### config.mk
export PLATFORM = sky130hd
export DESIGN_NAME = wb_write_arbiter
export DESIGN_NICKNAME = d
export VERILOG_FILES = /design/src/rtl/wb_write_arbiter.sv
export SDC_FILE = /design/constraint.sdc
export NUM_CORES = 1
export LEC_CHECK = 0
export ABC_AREA = 1
export BUFFER_PORTS_ARGS = -buffer_cell sky130_fd_sc_hd__buf_4
export CAP_MARGIN = 10
export CORE_ASPECT_RATIO = 1.2
export CORE_MARGIN = 2
export CORE_UTILIZATION = 56
export CTS_BUF_LIST = sky130_fd_sc_hd__clkbuf_8
export DETAILED_ROUTE_END_ITERATION = 6
export PLACE_DENSITY = 0.93
export SYNTH_ARGS = -nofsm -noshare
export SYNTH_HDL_FRONTEND = slang
export SYNTH_SLANG_ARGS = --single-unit
### constraint.sdc
create_clock -name clk -period 2.4 [get_ports clk]
set_clock_uncertainty 0.05 [all_clocks]
set_input_delay 0.24 -clock clk [delete_from_list [all_inputs] [get_ports clk]]
set_output_delay 0.24 -clock clk [all_outputs]
set_load 0.1 [all_outputs]
### src/rtl/wb_write_arbiter.sv
// wb_write_arbiter
//   Owns the register-file write port. MEM/WB writebacks always win the port;
//   results from multi-cycle units (mult/div, load miss) are buffered in a
//   small in-order FIFO and retired whenever the pipeline leaves the port idle.
//   A pending-write mask, built from the queued entries, feeds the hazard unit.
//   Reg_WID/Reg_WData only change on a real write, so the regfile read bypass
//   can compare Reg_WID without qualifying it on Reg_Write.
module wb_write_arbiter #(
  parameter int DATA_W     = 32,
  parameter int ADDR_W     = 5,
  parameter int NUM_REGS   = 16,
  parameter int FIFO_DEPTH = 2
) (
  input  logic              clk,
  input  logic              reset,        // asynchronous, active-low
  input  logic              pipe_we,
  input  logic [ADDR_W-1:0] pipe_wid,
  input  logic [DATA_W-1:0] pipe_wdata,
  input  logic              mc_valid,
  input  logic [ADDR_W-1:0] mc_wid,
  input  logic [DATA_W-1:0] mc_wdata,
  output logic              mc_ready,
  output logic              Reg_Write,
  output logic [ADDR_W-1:0] Reg_WID,
  output logic [DATA_W-1:0] Reg_WData,
  output logic [NUM_REGS-1:0] pend_mask,
  output logic              err_oob
);

  localparam int PTR_W = (FIFO_DEPTH > 1) ? $clog2(FIFO_DEPTH) : 1;
  localparam int CNT_W = $clog2(FIFO_DEPTH + 1);

  // One extra bit so an ADDR_W-wide ID can be compared against NUM_REGS
  // even when NUM_REGS == 2**ADDR_W.
  localparam logic [ADDR_W:0]  NUM_REGS_C = NUM_REGS[ADDR_W:0];
  localparam logic [CNT_W-1:0] DEPTH_C    = CNT_W'(FIFO_DEPTH);
  localparam logic [PTR_W-1:0] LAST_PTR_C = PTR_W'(FIFO_DEPTH - 1);

  // ---------------------------------------------------------------------
  // State
  // ---------------------------------------------------------------------
  logic              valid_q [FIFO_DEPTH];
  logic              valid_d [FIFO_DEPTH];
  logic [ADDR_W-1:0] wid_q   [FIFO_DEPTH];
  logic [DATA_W-1:0] data_q  [FIFO_DEPTH];

  logic [PTR_W-1:0]  rd_ptr_q, rd_ptr_d;
  logic [PTR_W-1:0]  wr_ptr_q, wr_ptr_d;
  logic [CNT_W-1:0]  count_q,  count_d;

  logic              reg_write_q, reg_write_d;
  logic [ADDR_W-1:0] reg_wid_q,   reg_wid_d;
  logic [DATA_W-1:0] reg_wdata_q, reg_wdata_d;
  logic              err_oob_q,   err_oob_d;

  // ---------------------------------------------------------------------
  // Request decode
  // ---------------------------------------------------------------------
  logic pipe_oob;
  logic mc_oob;
  logic fifo_empty;
  logic fifo_full;
  logic mc_xfer;
  logic pipe_kill;
  logic mc_same_wid;
  logic do_pop;
  logic do_bypass;
  logic do_push;
  logic head_valid;
  logic [ADDR_W-1:0] head_wid;
  logic [DATA_W-1:0] head_data;

  assign pipe_oob   = {1'b0, pipe_wid} >= NUM_REGS_C;
  assign mc_oob     = {1'b0, mc_wid}   >= NUM_REGS_C;
  assign fifo_empty = (count_q == '0);
  assign fifo_full  = (count_q == DEPTH_C);

  // Ready depends only on occupancy (never on pipe_we), so the multi-cycle
  // units see a stable handshake; a same-cycle pop does not reopen a full FIFO.
  assign mc_ready = ~fifo_full & reset;
  assign mc_xfer  = mc_valid & mc_ready;

  // The pipeline write is younger than anything queued for the same register,
  // so an in-range pipeline write cancels older queued writes to that ID.
  assign pipe_kill   = pipe_we & ~pipe_oob;
  assign mc_same_wid = pipe_kill & (mc_wid == pipe_wid);

  // The pipeline consumes the port slot even when its ID is out of range.
  assign do_pop    = ~pipe_we & ~fifo_empty;
  assign do_bypass = ~pipe_we &  fifo_empty & mc_xfer & ~mc_oob;
  assign do_push   = mc_xfer & ~mc_oob & ~do_bypass & ~mc_same_wid;

  assign head_valid = valid_q[rd_ptr_q];
  assign head_wid   = wid_q[rd_ptr_q];
  assign head_data  = data_q[rd_ptr_q];

  // ---------------------------------------------------------------------
  // Port selection: pipeline > FIFO head > direct bypass; hold on idle
  // ---------------------------------------------------------------------
  always_comb begin
    reg_write_d = 1'b0;
    reg_wid_d   = reg_wid_q;
    reg_wdata_d = reg_wdata_q;
    if (pipe_we) begin
      if (!pipe_oob) begin
        reg_write_d = 1'b1;
        reg_wid_d   = pipe_wid;
        reg_wdata_d = pipe_wdata;
      end
    end else if (!fifo_empty) begin
      // A killed head still occupies its slot; it just writes nothing.
      if (head_valid) begin
        reg_write_d = 1'b1;
        reg_wid_d   = head_wid;
        reg_wdata_d = head_data;
      end
    end else if (do_bypass) begin
      reg_write_d = 1'b1;
      reg_wid_d   = mc_wid;
      reg_wdata_d = mc_wdata;
    end
  end

  // Flag any out-of-range ID that was presented and dropped this cycle.
  always_comb begin
    err_oob_d = (pipe_we & pipe_oob) | (mc_xfer & mc_oob);
  end

  // ---------------------------------------------------------------------
  // FIFO pointers and occupancy (modulo FIFO_DEPTH)
  // ---------------------------------------------------------------------
  // Advance read/write pointers and track occupancy.
  always_comb begin
    rd_ptr_d = rd_ptr_q;
    wr_ptr_d = wr_ptr_q;
    count_d  = count_q;
    if (do_pop) begin
      rd_ptr_d = (rd_ptr_q == LAST_PTR_C) ? '0 : rd_ptr_q + 1'b1;
    end
    if (do_push) begin
      wr_ptr_d = (wr_ptr_q == LAST_PTR_C) ? '0 : wr_ptr_q + 1'b1;
    end
    case ({do_push, do_pop})
      2'b10:   count_d = count_q + 1'b1;
      2'b01:   count_d = count_q - 1'b1;
      default: count_d = count_q;
    endcase
  end

  // Per-entry valid bit: set on push, cleared on pop or WAW kill.
  generate
    for (genvar gi = 0; gi < FIFO_DEPTH; gi++) begin : g_entry
      always_comb begin
        valid_d[gi] = valid_q[gi];
        if (pipe_kill && valid_q[gi] && (wid_q[gi] == pipe_wid)) begin
          valid_d[gi] = 1'b0;
        end
        if (do_pop && (rd_ptr_q == PTR_W'(gi))) begin
          valid_d[gi] = 1'b0;
        end
        if (do_push && (wr_ptr_q == PTR_W'(gi))) begin
          valid_d[gi] = 1'b1;
        end
      end

      // Valid bits are the only FIFO state reset needs to clear.
      always_ff @(posedge clk or negedge reset) begin
        if (!reset) begin
          valid_q[gi] <= 1'b0;
        end else begin
          valid_q[gi] <= valid_d[gi];
        end
      end
    end
  endgenerate

  // Payload storage: written only on push, no reset needed.
  always_ff @(posedge clk) begin
    if (do_push) begin
      wid_q[wr_ptr_q]  <= mc_wid;
      data_q[wr_ptr_q] <= mc_wdata;
    end
  end

  // Pointer, count, output and error registers.
  always_ff @(posedge clk or negedge reset) begin
    if (!reset) begin
      rd_ptr_q    <= '0;
      wr_ptr_q    <= '0;
      count_q     <= '0;
      reg_write_q <= 1'b0;
      reg_wid_q   <= '0;
      reg_wdata_q <= '0;
      err_oob_q   <= 1'b0;
    end else begin
      rd_ptr_q    <= rd_ptr_d;
      wr_ptr_q    <= wr_ptr_d;
      count_q     <= count_d;
      reg_write_q <= reg_write_d;
      reg_wid_q   <= reg_wid_d;
      reg_wdata_q <= reg_wdata_d;
      err_oob_q   <= err_oob_d;
    end
  end

  // ---------------------------------------------------------------------
  // Pending-write mask from registered FIFO contents
  // ---------------------------------------------------------------------
  generate
    for (genvar gi = 0; gi < NUM_REGS; gi++) begin : g_pend
      // Register gi is pending if any valid queued entry targets it.
      always_comb begin
        pend_mask[gi] = 1'b0;
        for (int e = 0; e < FIFO_DEPTH; e++) begin
          if (valid_q[e] && (wid_q[e] == ADDR_W'(gi))) begin
            pend_mask[gi] = 1'b1;
          end
        end
      end
    end
  endgenerate

  assign Reg_Write = reg_write_q;
  assign Reg_WID   = reg_wid_q;
  assign Reg_WData = reg_wdata_q;
  assign err_oob   = err_oob_q;

endmodule
# [Yosys cells after proc, flatten, opt, wreduce, memory -nomap -nowiden]
# Memories as Yosys holds them, arrays and structs flattened.
# Index checks and enable logic that the tools add are counted.
[op_classes] add_sub_neg=4 order_cmp=3 eq_ne=38 mux=61 bitwise=24 reduce_logical=48
[op_table] cell="$mux 32" n=5
[op_table] cell="$eq 5x4->1 const B" n=16
[op_table] cell="$mux 1" n=50
[op_table] cell="$eq 5x3->1 const B" n=8
[op_table] cell="$logic_and 1x1->1" n=40
[op_table] cell="$mux 5" n=5
[op_table] cell="$eq 5x2->1 const B" n=4
[op_table] cell="$eq 5x5->1" n=3
[op_table] cell="$and 1x1->1" n=13
[op_table] cell="$eq 5x1->1 const B" n=2
[op_table] cell="$ge 5x5->1 const B" n=2
[op_table] cell="$logic_not 5->1" n=2
[op_table] cell="$not 1->1" n=9
[op_table] cell="$reduce_bool 3->1" n=3
[op_table] cell="$eq 2x2->1 const B" n=2
[op_table] cell="$pmux 2 s2" n=1
[op_table] cell="$ne 3x2->1 const B" n=1
[op_table] cell="$reduce_and 3->1" n=1
[op_table] cell="$add 1x1->1 const B" n=2
[op_table] cell="$add 2x1->2 const B" n=1
[op_table] cell="$eq 2x1->1 const B" n=1
[op_table] cell="$ge 2x2->1 const B" n=1
[op_table] cell="$logic_not 2->1" n=1
[op_table] cell="$ne 2x2->1 const B" n=1
[op_table] cell="other kinds (4)" n=4
[word_totals] reg_bits=45 ram_bits=74 input_bits=78 output_inout_bits=56 word_cells=189 mem_count=2
[mem_list] name="data_q" depth=2 width=32 read_ports=1 rd_ports_with_merged_regs=0 write_ports=1 line_no="45" text="logic [DATA_W-1:0] data_q [FIFO_DEPTH];"
[mem_list] name="wid_q" depth=2 width=5 read_ports=3 rd_ports_with_merged_regs=0 write_ports=1 line_no="44" text="logic [ADDR_W-1:0] wid_q [FIFO_DEPTH];"

# [Longest topological paths before layout]
[logic_depth] depth_word=11 ltp_mapped=10 depth_no_buf=10

# [Least setup slack after synthesis]
# OpenSTA, ideal clock, no wires.
[synth_path] path_type="register -> output" startpoint="mem wid_q[0][4]" endpoint="out pend_mask[10]" arrival_time_ns=3.043 required_ns=2.110 path_slack_ns=-0.933 path_stages_with_launch=4 path_buffers=0 path_cell_list="edfxtp_1 -> nor2_1 -> nand2_1 -> o32ai_1"
[synth_rtl] element="start, declared" line_no="44"
[synth_rtl] element="end, declared" line_no="26" text="output logic [NUM_REGS-1:0] pend_mask,"

==> results by group <==
Logic synthesis
  • Adder-cell share of the synthesized area: 0.214%
  • Syn_nets: 716
  • Mux cell area share after synthesis: 0%
  • Compound-cell area share of the yosys netlist: 3.13%
  • Cells after synthesis: 637
  • Post-synthesis simple-gate area fraction: 32.7%
  • Xor and xnor area share after synthesis: 0.450%
  • Synth unique cells: 26
  • Post-Syn Area: 0.00584 sq mm
  • Combinational family with the most area after synthesis: simple AND/OR/NAND/NOR gates
  • Warnings, synthesis: 0
  • Synthesis-stage register bit count: 119
  • Mean Syn Cell Area: 9.17 sq um
  • Seq/Total Area, Yosys: 57.3%

Worst setup path
  • Crit-path max FO: 7
  • Critical path capture point type: output pin
  • Slowest stage delay, CP: 420 ps
  • Largest delay share family, worst path: simple AND/OR/NAND/NOR gates
  • CP Data Arrival Time: 1970 ps
  • WP buf/inv: 1
  • Critical path's slowest cell: edfxtp_1
  • CP startpoint kind: flip-flop
  • CP required: 2110 ps
  • Worst-path cell chain: nor2_2 > nand3_1 > o22ai_2 > buf_4
  • Kind of critical path: reg2out

STA
  • Worst-Margin Slew: 630 ps
  • Slew Limit Fails: 0
  • Period utilization: 94.3%
  • # setup viols final: 0
  • FMAX: 0.442 GHz
  • Slew HR: 58.0%
  • Tmin final: 2260 ps
  • Final hold vios: 0
  • Setup TNS: 0 ps
  • RSZ-0062 raised after global routing: false

Floorplan
  • Die Area: 0.0113 sq mm
  • Core area: 0.0101 sq mm
  • Die W: 97.2 microns
  • Placement row count: 40
  • Die Ht: 116 microns
  • Initial Util: 57.8%
  • # IOs: 134

CTS
  • Clock buffer depth: 2
  • Worst skew pair latency: 460 ps
  • H-tree depth: 4
  • CTS Sinks: 119
  • Post-CTS setup buffer count: 0
  • CTS Buf Count: 17
  • CTS tree: built
  • Clock transition at path regs: 80 ps
  • Root buffer cell: clkbuf_8

Global route
  • Global-route wire length before repair: 27,800 microns
  • Congestion Overflow GR: 0
  • Vias in the first global route: 5,647
  • Initial antenna violation count: 0
  • GR Util All Layers: 31.5%
  • Largest net degree at the start of global routing: 46

Final layout
  • ANT cells: 0
  • Fillers: 623
  • Most frequent cells in the layout: nand2_1, nand3_1, buf_4
  • Finished Layout Cells: 947
  • Synthesis-to-layout area growth: 33.9%
  • Commonest non-fill, non-tap cell in the layout: nand2_1
  • Proportion of layout cells with a drive suffix above 1: 24.7%
  • Nets: 887

Route
  • Wire per inst: 18.6 microns
  • Vias/cell: 5.93
  • First-pass iteration count of the detailed router: 5
  • 1st-iter DRT viols: 641
  • Drt total wl: 17,600 microns
  • DRC: 0
  • Routed Antenna Nets: 0
  • Routed vias: 5,615

Power
  • Switching Share: 51.2%
  • Switching power: 4900 uW
  • Leakage Power: 0.00355 uW
  • Worst vdd ir: 0.937 mV
  • Clock Power Share: 19.1%
  • PwrDens: 1220 mW/mm^2
  • Seq pwr share: 30.7%
  • Comb power frac: 50.2%
  • Power Internal: 4680 uW

Placement
  • GPL Wtd Cong: 0.867
  • Hpwl dp: 11,000 microns
  • Placed cells: 876
  • PortBufs: 133

Status
  • Status: completed

Flow run
  • Max cap viols: 0

Hold path
  • HP Class: in2reg
-- cell usage after synthesis --
cell type,number,area [sq um]
buf_1,2,7.51
dfrtp_1,45,1130
nor2_2,1,6.26
inv_1,32,120
nand3_1,161,806
o22ai_1,12,75.1
o32ai_1,2,17.5
inv_2,1,3.75
a21boi_2,1,11.3
xnor2_1,2,17.5
nand2_1,194,728
buf_6,5,56.3
xor2_1,1,8.76
ha_1,1,12.5
a21oi_2,1,8.76
o31ai_1,2,15.0
edfxtp_1,74,2220
nor2_1,14,52.6
nand4_1,3,18.8
o21ai_0,8,40.0
buf_2,21,105
clkbuf_1,5,18.8
buf_4,7,52.6
a21oi_1,3,15.0
nor2_4,1,11.3
nand3b_1,38,285
-- routing by layer --
layer | track usage (%) | wire, microns | part of all wire [%] | vias up
li1 | - | - | - | 2527
met1 | 35.8 | 6170 | 35 | 2616
met2 | 56.2 | 8950 | 51 | 395
met3 | 7.48 | 1700 | 9.7 | 77
met4 | 16.0 | 756 | 4.3 | 0
met5 | 0 | 0 | 0 | -
-- power by group through the flow --
stage / Sequential [uW] / Combinational (uW) / Clock, uW
after global placement: 2910 / 4590 / 0
final: 2940 / 4810 / 1830
after detailed placement: 2950 / 4690 / 0
after global routing: 2970 / 5040 / 1920
after CTS: 2910 / 4770 / 1810
after floorplan: 4980 / 1500 / 0
-- layout make-up --
cell class	instances	area [sq um]	share of cell area, %
Clock buffer	18	248	3.17
Clock inverter	14	150	1.92
Inverter	33	124	1.58
Multi-Input combinational cell	445	2220	28.4
Sequential cell	119	3350	42.8
Tap cell	126	158	2.02
Timing Repair Buffer	192	1580	20.2
-- state kept, by name, summed over array words and instances, names as in the netlist --
signal / cells
data_q: 64
Reg_WData: 32
count_q: 2
wr_ptr_q: 1
rd_ptr_q: 1
wid_q: 10
Reg_Write: 1
valid_q: 2
Reg_WID: 5
err_oob: 1
-- worst register-to-register path, stage by stage (launching register included) --
cell     delay (ps)
dfrtp_1         540
o21ai_0         450
a21oi_4          90
nand2_1         400
buf_4           310
nand2_1          90
nand2_1         160
-- stage by stage --
step,power (uW),instance area (sq um),util (%),hold slack (ps),setup slack (ps)
finish,9580,7820,77.4,10.4,137
global route,9930,7820,77.4,12.5,8.07
CTS,9500,7820,77.4,4.67,130
detailed placement,7640,7030,69.6,376,365
global placement,7510,7030,69.6,352,436
floorplan,6480,5920,-,-106,-933
-- logic make-up after synthesis --
family | Yosys count
AO/OA/AOI/OAI | 29
adder cells (fa/ha/maj) | 1
buffers and inverters | 73
XOR/XNOR | 3
flip-flops | 119
AND/OR/NAND/NOR | 412
-- worst paths after layout --
kind	start	endpoint	slack [ps]	cells past startpoint
min reg2reg	Reg_WID[0]	Reg_WID[0]	460	2
max	wid_q[1][4]	pend_mask[14]	140	4
max reg2reg	rd_ptr_q	Reg_WData[22]	240	6
max in group asynchronous	reset	Reg_WData[17]	1430	3
min	mc_valid	err_oob	10	3
min in group asynchronous	reset	Reg_WID[4]	450	3
-- repair_timing --
action	CTS	global route
resized for setup	1	0
hold buffers	39	0
hold endpoints to repair	120	0
endpoints found under the setup margin	3	0
Power figures use the tool's default switching activity.
